[config.mk]
export PLATFORM = sky130hd
export DESIGN_NAME = seq_magnitude_compare
export DESIGN_NICKNAME = d
export VERILOG_FILES = /design/src/rtl/cmp_pkg.sv /design/src/rtl/chunk_cmp.sv /design/src/rtl/seq_magnitude_compare.sv
export SDC_FILE = /design/constraint.sdc
export NUM_CORES = 1
export LEC_CHECK = 0
export CAP_MARGIN = 20
export CORE_UTILIZATION = 45
export DETAILED_ROUTE_END_ITERATION = 8
export PLACE_DENSITY = 0.78
export REMOVE_ABC_BUFFERS = 1
export SLEW_MARGIN = 20
export SYNTH_ARGS = -nofsm -noshare
export SYNTH_HDL_FRONTEND = slang
export SYNTH_SLANG_ARGS = --single-unit
[constraint.sdc]
create_clock -name clk -period 2.3 [get_ports clk]
set_input_delay 0.23 -clock clk [delete_from_list [all_inputs] [get_ports clk]]
set_output_delay 0.23 -clock clk [all_outputs]
set_load 0.01 [all_outputs]
[src/rtl/cmp_pkg.sv]
// Shared encodings for the sequential magnitude comparator: compare modes,
// FSM states and the helper that turns the eq/lt/gt flags into the mode result.
package cmp_pkg;

   localparam logic [1:0] MODE_EQ = 2'b00;
   localparam logic [1:0] MODE_NE = 2'b01;
   localparam logic [1:0] MODE_LT = 2'b10;
   localparam logic [1:0] MODE_GT = 2'b11;

   typedef enum logic [1:0] {
      ST_IDLE = 2'b00,
      ST_CMP  = 2'b01,
      ST_DONE = 2'b10
   } state_t;

   // Select the requested relation from the three magnitude flags
   function automatic logic mode_result(input logic [1:0] mode,
                                        input logic eq,
                                        input logic lt,
                                        input logic gt);
      logic res;
      case (mode)
         MODE_EQ: res = eq;
         MODE_NE: res = ~eq;
         MODE_LT: res = lt;
         default: res = gt;
      endcase
      return res;
   endfunction

endpackage

[src/rtl/chunk_cmp.sv]
// Combinational compare of one STEP-bit chunk: ceq when all bits match,
// clt when a<b as decided by the most significant differing bit.
module chunk_cmp #(
   parameter int STEP = 1
) (
   input  logic [STEP-1:0] a,
   input  logic [STEP-1:0] b,
   output logic            ceq,
   output logic            clt
);

   logic [STEP-1:0] diff;
   logic [STEP-1:0] above_eq;

   assign diff     = a ^ b;
   assign ceq      = ~|diff;
   assign above_eq[STEP-1] = 1'b1;

   // Priority chain: above_eq[i] is set when every bit above i matches
   for (genvar i = STEP - 1; i > 0; i--) begin : g_pri
      assign above_eq[i-1] = above_eq[i] & ~diff[i];
   end

   // The first differing bit from the top decides; a<b when b holds the 1 there
   assign clt = |(diff & b & above_eq);

endmodule

[src/rtl/seq_magnitude_compare.sv]
// Sequential magnitude comparator: walks the operands MSB-first, STEP bits per
// clock, stops at the first differing chunk and reports EQ/NE/LT/GT behind a
// start/done handshake. Signed compare is mapped onto unsigned by flipping the
// sign bits at capture time.
module seq_magnitude_compare
   import cmp_pkg::*;
#(
   parameter int WIDTH = 8,
   parameter int STEP  = 1
) (
   input  logic             clk,
   input  logic             reset,
   input  logic             start,
   input  logic [WIDTH-1:0] a,
   input  logic [WIDTH-1:0] b,
   input  logic [1:0]       mode,
   input  logic             signd,
   output logic             busy,
   output logic             done,
   output logic             r,
   output logic             eq,
   output logic             lt,
   output logic             gt
);

   localparam int NCHUNK = WIDTH / STEP;
   localparam int IW     = (NCHUNK > 1) ? $clog2(NCHUNK) : 1;
   localparam logic [IW-1:0] LAST = IW'(NCHUNK - 1);

   state_t           state;
   logic [WIDTH-1:0] op_a;
   logic [WIDTH-1:0] op_b;
   logic [WIDTH-1:0] cap_a;
   logic [WIDTH-1:0] cap_b;
   logic [1:0]       mode_q;
   logic [IW-1:0]    idx;
   logic             ceq;
   logic             clt;

   // The operand registers shift left each step, so the chunk under test
   // always sits in the top STEP bits.
   chunk_cmp #(.STEP(STEP)) u_chunk (
      .a   (op_a[WIDTH-1 -: STEP]),
      .b   (op_b[WIDTH-1 -: STEP]),
      .ceq (ceq),
      .clt (clt)
   );

   // Flip both sign bits for a signed compare so that unsigned ordering applies
   always_comb begin
      cap_a = a;
      cap_b = b;
      cap_a[WIDTH-1] = a[WIDTH-1] ^ signd;
      cap_b[WIDTH-1] = b[WIDTH-1] ^ signd;
   end

   // Control FSM with operand capture, chunk walk and registered results
   always_ff @(posedge clk or posedge reset) begin
      if (reset) begin
         state  <= ST_IDLE;
         op_a   <= '0;
         op_b   <= '0;
         mode_q <= MODE_EQ;
         idx    <= '0;
         busy   <= 1'b0;
         done   <= 1'b0;
         r      <= 1'b0;
         eq     <= 1'b0;
         lt     <= 1'b0;
         gt     <= 1'b0;
      end else begin
         case (state)
            ST_IDLE, ST_DONE: begin
               done <= 1'b0;
               if (start) begin
                  op_a   <= cap_a;
                  op_b   <= cap_b;
                  mode_q <= mode;
                  idx    <= '0;
                  r      <= 1'b0;
                  eq     <= 1'b0;
                  lt     <= 1'b0;
                  gt     <= 1'b0;
                  busy   <= 1'b1;
                  state  <= ST_CMP;
               end else begin
                  state <= ST_IDLE;
               end
            end
            ST_CMP: begin
               if (!ceq) begin
                  eq    <= 1'b0;
                  lt    <= clt;
                  gt    <= ~clt;
                  r     <= mode_result(mode_q, 1'b0, clt, ~clt);
                  busy  <= 1'b0;
                  done  <= 1'b1;
                  state <= ST_DONE;
               end else if (idx == LAST) begin
                  eq    <= 1'b1;
                  lt    <= 1'b0;
                  gt    <= 1'b0;
                  r     <= mode_result(mode_q, 1'b1, 1'b0, 1'b0);
                  busy  <= 1'b0;
                  done  <= 1'b1;
                  state <= ST_DONE;
               end else begin
                  idx  <= idx + 1'b1;
                  op_a <= op_a << STEP;
                  op_b <= op_b << STEP;
               end
            end
            default: begin
               busy  <= 1'b0;
               done  <= 1'b0;
               state <= ST_IDLE;
            end
         endcase
      end
   end

endmodule

==> reports/results.ini, run 1 <==
[sta]
setup_tns_ns = 0
fin_crit_sh_pct = 82.3
finalHoldViolCount = 0
report.final.slew_viol_count = 0
rsz0062_at_grt = no
worst_slack_ns = 0.407
slew_headroom_pct = 62.3
tightest_slew_ns = 0.566
max_freq_mhz = 528
final.setup_skew_ns = 0.00459
fin_crit_ns = 1.89
setup_viol = 0

[power_and_ir_drop]
power.total_uw = 2410
ir_drop_mv = 0.702
power.net_switching_uw = 1000
clockPowerShare_pct = 9.9
p_per_area_nw_per_um2 = 1340
p_comb_share_pct = 53.8
p_seq_share_pct = 36.3
swShare_pct = 41.5
p_int_uw = 1410
power.leakage_uw = 0.000786

[route]
drt_iter0_drc = 34
top_layer_used = met4
ant_nets = 0
dr_wl_met3_um = 116
via_per_inst = 5.08
wl_met1_um = 1270
wl_um = 2790
drcViolationCount = 0
first_pass_iters = 4
wl_per_cell_um = 13.2
via_count = 1077
dr_wl_met2_um = 1370

[floorplanning]
core_area_um2 = 3100
ios = 28
die_w_um = 59.8
initial_core_util_pct = 48.5
dieArea_um2 = 3580
dieHeight_um = 59.8
row_count = 20

[cts]
root_buffer = clkbuf_4
clock_latency_ns = 0.33
cts.path.max_buffers = 2
ctsHoldBuffers = 0
htree_levels = 1
clock-sinks = 28
clk_pin_slew_ns = 0.14
cts_buffers = 3
postCtsSetupBuffers = 0
cts_tree = built
ctsResizeCount = 0

[finish]
drive_gt1_share_pct = 13.1
fin_nets = 196
area_growth_pct = 19.8
layout_common_cells = nand2_1 (36), dfrtp_1 (28), clkdlybuf4s50_1 (27)
antennaDiodeCount = 0
register_area_um2 = 701
stdcell_count = 212
multi_input_area_um2 = 672
layout_commonest_cell = nand2_1
fill_cells = 297

[global_routing]
grt_max_degree = 29
grt-ovfl-total = 0
antenna_found_initial = 0
grt_pass1_wl_um = 4970
grt_pass1_vias = 1129
globalRouteTotalUtil_pct = 18.3

[worst_hold_path]
hp-class = input port to asynchronous set/reset pin

[yosys]
seq_area_frac_synth_pct = 46.6
synth_top_family_by_area = simple AND/OR/NAND/NOR gates
synth-xor-area-share_pct = 1.75
synth_area_leader_cell = dfrtp_1
ys_warn_count = 0
synth_top_area_share_pct = 46.6
ys_top_cells_by_area = dfrtp_1 (47%), nand2_1 (9.0%), a31oi_2 (5.8%), mux2i_1 (5.3%), ha_1 (4.2%)
synthMuxAreaShare_pct = 5.32
yosys.area_share.simple_pct = 19.6
netlist_instances = 142
synth-adder-area-share_pct = 4.16
yosysUniqueCellTypes = 31
avgSynthCellArea_um2 = 10.6
synth_compound_area_share_pct = 13.8
ys_ff_latch = 28
syn_area_um2 = 1510

[placed_design]
pre_cts_slack_ns = 0.425
dp_cells = 208
io_buffer_count = 27
gp_congestion = 0.740
dpl.hpwl_um = 2040

[setup_path]
rr_worst_depth = 6
worstPathMaxFanout = 16
start_kind = register
critPathKind = register to register
regToRegEndpoint = op_b[7]$_DFFE_PP0P_
critical_path.endpoint_type = register
arrival_ns = 2.15
required_ns = 2.56
r2r_start = idx[0]$_DFFE_PP0P_
ff2ff_setup_slack_ns = 0.41

[run_status]
status = completed

[job]
cap_violations = 0

[power groups by stage]
stage          Combinational (uW)  Clock (uW)  Sequential [uW]
6_report                     1300         239              876
5_1_grt                      1460         258              903
3_5_place_dp                 1320           0              886
2_1_floorplan                 922           0              865
4_1_cts                      1320         245              876
3_3_place_gp                 1260           0              872
[metal layers]
metal  track usage (%)  up-vias
met5                 0        -
met4              5.32        0
met3              2.81        4
met2              32.5       26
met1              22.7      514
li1                  -      533
[logic make-up (layout without fill, tap and decap cells)]
kind of cell             after synthesis  in the layout
AO/OA/AOI/OAI                         21             21
multiplexers                           8              8
adder cells (fa/ha/maj)                5              5
XOR/XNOR                               3              3
AND/OR/NAND/NOR                       60             60
flip-flops                            28             28
buffers and inverters                 17             43
[cells in the mapped netlist]
cell / count
a211oi_1: 1
a21o_1: 1
a22o_1: 1
a22o_2: 1
a31oi_1: 3
a31oi_2: 7
a31oi_4: 2
and2_1: 1
and4bb_1: 1
and4bb_2: 1
buf_12: 1
buf_2: 2
buf_4: 1
buf_6: 4
clkbuf_2: 1
clkbuf_8: 1
dfrtp_1: 28
ha_1: 5
inv_1: 6
inv_6: 1
mux2i_1: 8
nand2_1: 36
nand2b_1: 3
nand3_1: 2
nor2_8: 1
nor2b_1: 2
nor3_1: 12
nor3b_1: 1
o21ai_0: 3
o21ai_1: 2
xor2_1: 3
[worst max-delay path, stage by stage, from the launching register on]
cell and delay (ns):
dfrtp_1 0.43, ha_1 0.21, ha_1 0.18, and4bb_1 0.53, nor2_8 0.07, inv_6 0.18, mux2i_1 0.22
[area by class of cell]
class	count	area share, %
flip-flops and latches	28	38.9
multi-input cells	97	37.3
repair buffers	32	17.1
well taps	44	3.05
clock buffers	4	2.01
inverters	7	1.73
[worst max path at each step]
| stage | start | end |
|---|---|---|
| floorplan | idx[0]$_DFFE_PP0P_ | idx[1]$_DFFE_PP0P_ |
| global placement | idx[0]$_DFFE_PP0P_ | op_b[7]$_DFFE_PP0P_ |
| detailed placement | idx[0]$_DFFE_PP0P_ | op_b[7]$_DFFE_PP0P_ |
| global route | idx[0]$_DFFE_PP0P_ | op_b[7]$_DFFE_PP0P_ |
| CTS | idx[0]$_DFFE_PP0P_ | op_b[7]$_DFFE_PP0P_ |
| finish | idx[0]$_DFFE_PP0P_ | op_b[7]$_DFFE_PP0P_ |
[metrics by stage]
stage / util (%) / cell area (um2) / hold slack, ns
3_3_place_gp: 56.9 / 1770 / 0.463
6_report: 58.1 / 1800 / 0.252
4_1_cts: 58.1 / 1800 / 0.263
3_5_place_dp: 56.9 / 1770 / 0.489
2_1_floorplan: - / 1400 / 0.295
5_1_grt: 58.1 / 1800 / 0.284
[flip-flops by register name, indices dropped and copies added (netlist names)]
| name | count |
|---|---|
| mode_q | 2 |
| eq | 1 |
| busy | 1 |
| r | 1 |
| op_a | 8 |
| idx | 3 |
| gt | 1 |
| lt | 1 |
| state | 2 |
| op_b | 8 |
Note: power is estimated with default switching activity, not from simulation.
==> run 2, diff against run 1 <==
- clock period: 2.3 -> 1.9 ns (I/O delays scaled with it)
==> run 2 against run 1 <==
  * Cell area grew 2.3%
  * Power grew 27%
  * Via count fell by 0.19%
  * Non-clock buffer count did not move
  * Clock skew increased by 0.0098 ns
  * Utilization increased by 1.3 points
  * Sequential power up 19%
  * Fmax up 5.7%
==> reports/results.ini, run 2 (synthesis results as in run 1) <==
[sta]
fin_crit_ns = 1.79  ; -0.102 ns
fin_crit_sh_pct = 94.3  ; +12 points
final.setup_skew_ns = 0.0144  ; +0.00977 ns
rsz0062_at_grt = no
max_freq_mhz = 558  ; +5.7%
slew_headroom_pct = 61.7  ; -0.52 points
finalHoldViolCount = 0  ; unchanged
report.final.slew_viol_count = 0  ; unchanged
setup_viol = 0  ; unchanged
tightest_slew_ns = 0.574  ; +0.00775 ns
setup_tns_ns = 0  ; unchanged

[finish]
layout_common_cells = nand2_1 (36), dfrtp_1 (28), clkdlybuf4s50_1 (27)
area_growth_pct = 22.5
fin_nets = 196  ; unchanged
antennaDiodeCount = 0  ; unchanged
finalInstanceArea_um2 = 1840  ; +2.3%
drive_gt1_share_pct = 13.1  ; unchanged
fill_cells = 295  ; -0.67%
multi_input_area_um2 = 672  ; unchanged
layout_commonest_cell = nand2_1
register_area_um2 = 701  ; unchanged
top_regs = op_a (8), op_b (8), idx (3)

[cts]
ctsResizeCount = 0  ; unchanged
cts.path.max_buffers = 2  ; unchanged
htree_levels = 1  ; unchanged
cts_buffers = 3  ; unchanged
root_buffer = clkbuf_4
clock_latency_ns = 0.33  ; about the same
cts_tree = built
clock-sinks = 28  ; unchanged
postCtsSetupBuffers = 0  ; unchanged
ctsHoldBuffers = 0  ; unchanged
clk_pin_slew_ns = 0.16  ; +0.02 ns

[setup_path]
worstPathMaxFanout = 16  ; unchanged
start_kind = register
arrival_ns = 2.05  ; -0.10 ns
startpoint = idx[0]$_DFFE_PP0P_
required_ns = 2.16  ; -0.40 ns
r2r_start = idx[0]$_DFFE_PP0P_
critical_path.endpoint_type = register
critPathKind = register to register

[floorplanning]
ios = 28  ; unchanged
row_count = 20  ; unchanged
core_area_um2 = 3100  ; unchanged
initial_core_util_pct = 48.5  ; unchanged
die_w_um = 59.8  ; unchanged
dieArea_um2 = 3580  ; unchanged
dieHeight_um = 59.8  ; unchanged

[route]
via_count = 1075  ; -0.19%
drt_iter0_drc = 8  ; -76%
wl_per_cell_um = 12.4  ; -5.5%
ant_nets = 0  ; unchanged
wl_um = 2640  ; -5.5%
first_pass_iters = 4  ; unchanged
drcViolationCount = 0  ; unchanged
via_per_inst = 5.07  ; -0.19%

[placed_design]
gp_congestion = 0.745  ; +0.72%
dpl.hpwl_um = 1920  ; -5.6%
placed_area_um2 = 1790  ; +1.4%
io_buffer_count = 27  ; unchanged

[global_routing]
grt_max_degree = 29  ; unchanged
globalRouteTotalUtil_pct = 17.6  ; -0.67 points
gr-usage-met2_pct = 32.2  ; -0.32 points
grt_pass1_vias = 1093  ; -3.2%
grt_pass1_wl_um = 4700  ; -5.4%
grt-ovfl-total = 0  ; unchanged
antenna_found_initial = 0  ; unchanged
use_met3_pct = 4.55  ; +1.7 points
busiest_layer = met2
grt_use_met1_pct = 20.9  ; -1.9 points

[power_and_ir_drop]
p_per_area_nw_per_um2 = 1660  ; +24%
power.leakage_uw = 0.000800  ; +1.7%
ir_drop_mv = 0.905  ; +29%

[run_status]
status = completed

[worst_hold_path]
hp-class = input port to asynchronous set/reset pin

[job]
cap_violations = 0  ; unchanged

-- run 2: cell count changes in the layout (fill, tap and decap cells not counted) --
cell / change
clkbuf_8: -1
buf_12: +2
buf_4: -2
bufinv_16: +1
-- run 2: cell type report --
cell class                 count  area share (%)
sequential                    28            38.0
multi-input combinational     97            36.4
timing repair buffer          32            18.0
tap                           44            2.99
inverter                       7            1.70
clock inverter                 1            1.63
clock buffer                   3            1.22
-- run 2: path summary, 6_finish.rpt --
kind                                         end  slack, ns  cells after the start
max                          op_b[7]$_DFFE_PP0P_       0.11                      7
min                          op_a[0]$_DFFE_PP0P_       0.19                      3
max reg2reg                  op_b[7]$_DFFE_PP0P_       0.11                      7
min reg2reg                     busy$_DFFE_PP0P_       0.50                      1
max in group asynchronous         gt$_DFFE_PP0P_       1.43                      3
min in group clk           mode_q[0]$_DFFE_PP0P_       0.41                      3
-- run 2: stage by stage --
step	total power [uW]	hold slack [ns]	setup WS, ns	util [%]	std cells
2_1_floorplan	2160	0.255	0.0409	-	132
3_3_place_gp	2650	0.461	0.202	57.7	208
3_5_place_dp	2700	0.475	0.148	57.7	208
4_1_cts	3090	0.199	0.106	59.4	212
5_1_grt	3310	0.222	0.00919	59.4	212
6_report	3060	0.188	0.109	59.4	212
-- run 2: per-layer routing --
metal	share of wire, %	routed length [um]
met5	0	0
met3	4.4	116
met1	43	1130
met4	0.45	12
met2	52	1380
-- run 2: critical path, stage by stage, from the launching register on --
cell and delay, ns:
dfrtp_1 0.43, ha_1 0.21, ha_1 0.19, and4bb_1 0.32, buf_12 0.17, nor2_8 0.05
inv_6 0.16, mux2i_1 0.20
-- run 2: report_power, final --
group	internal (uW)	total (uW)	switching [uW]
Combinational	764	1630	861
Clock	213	388	174
Sequential	881	1040	164
Total	1860	3060	1200
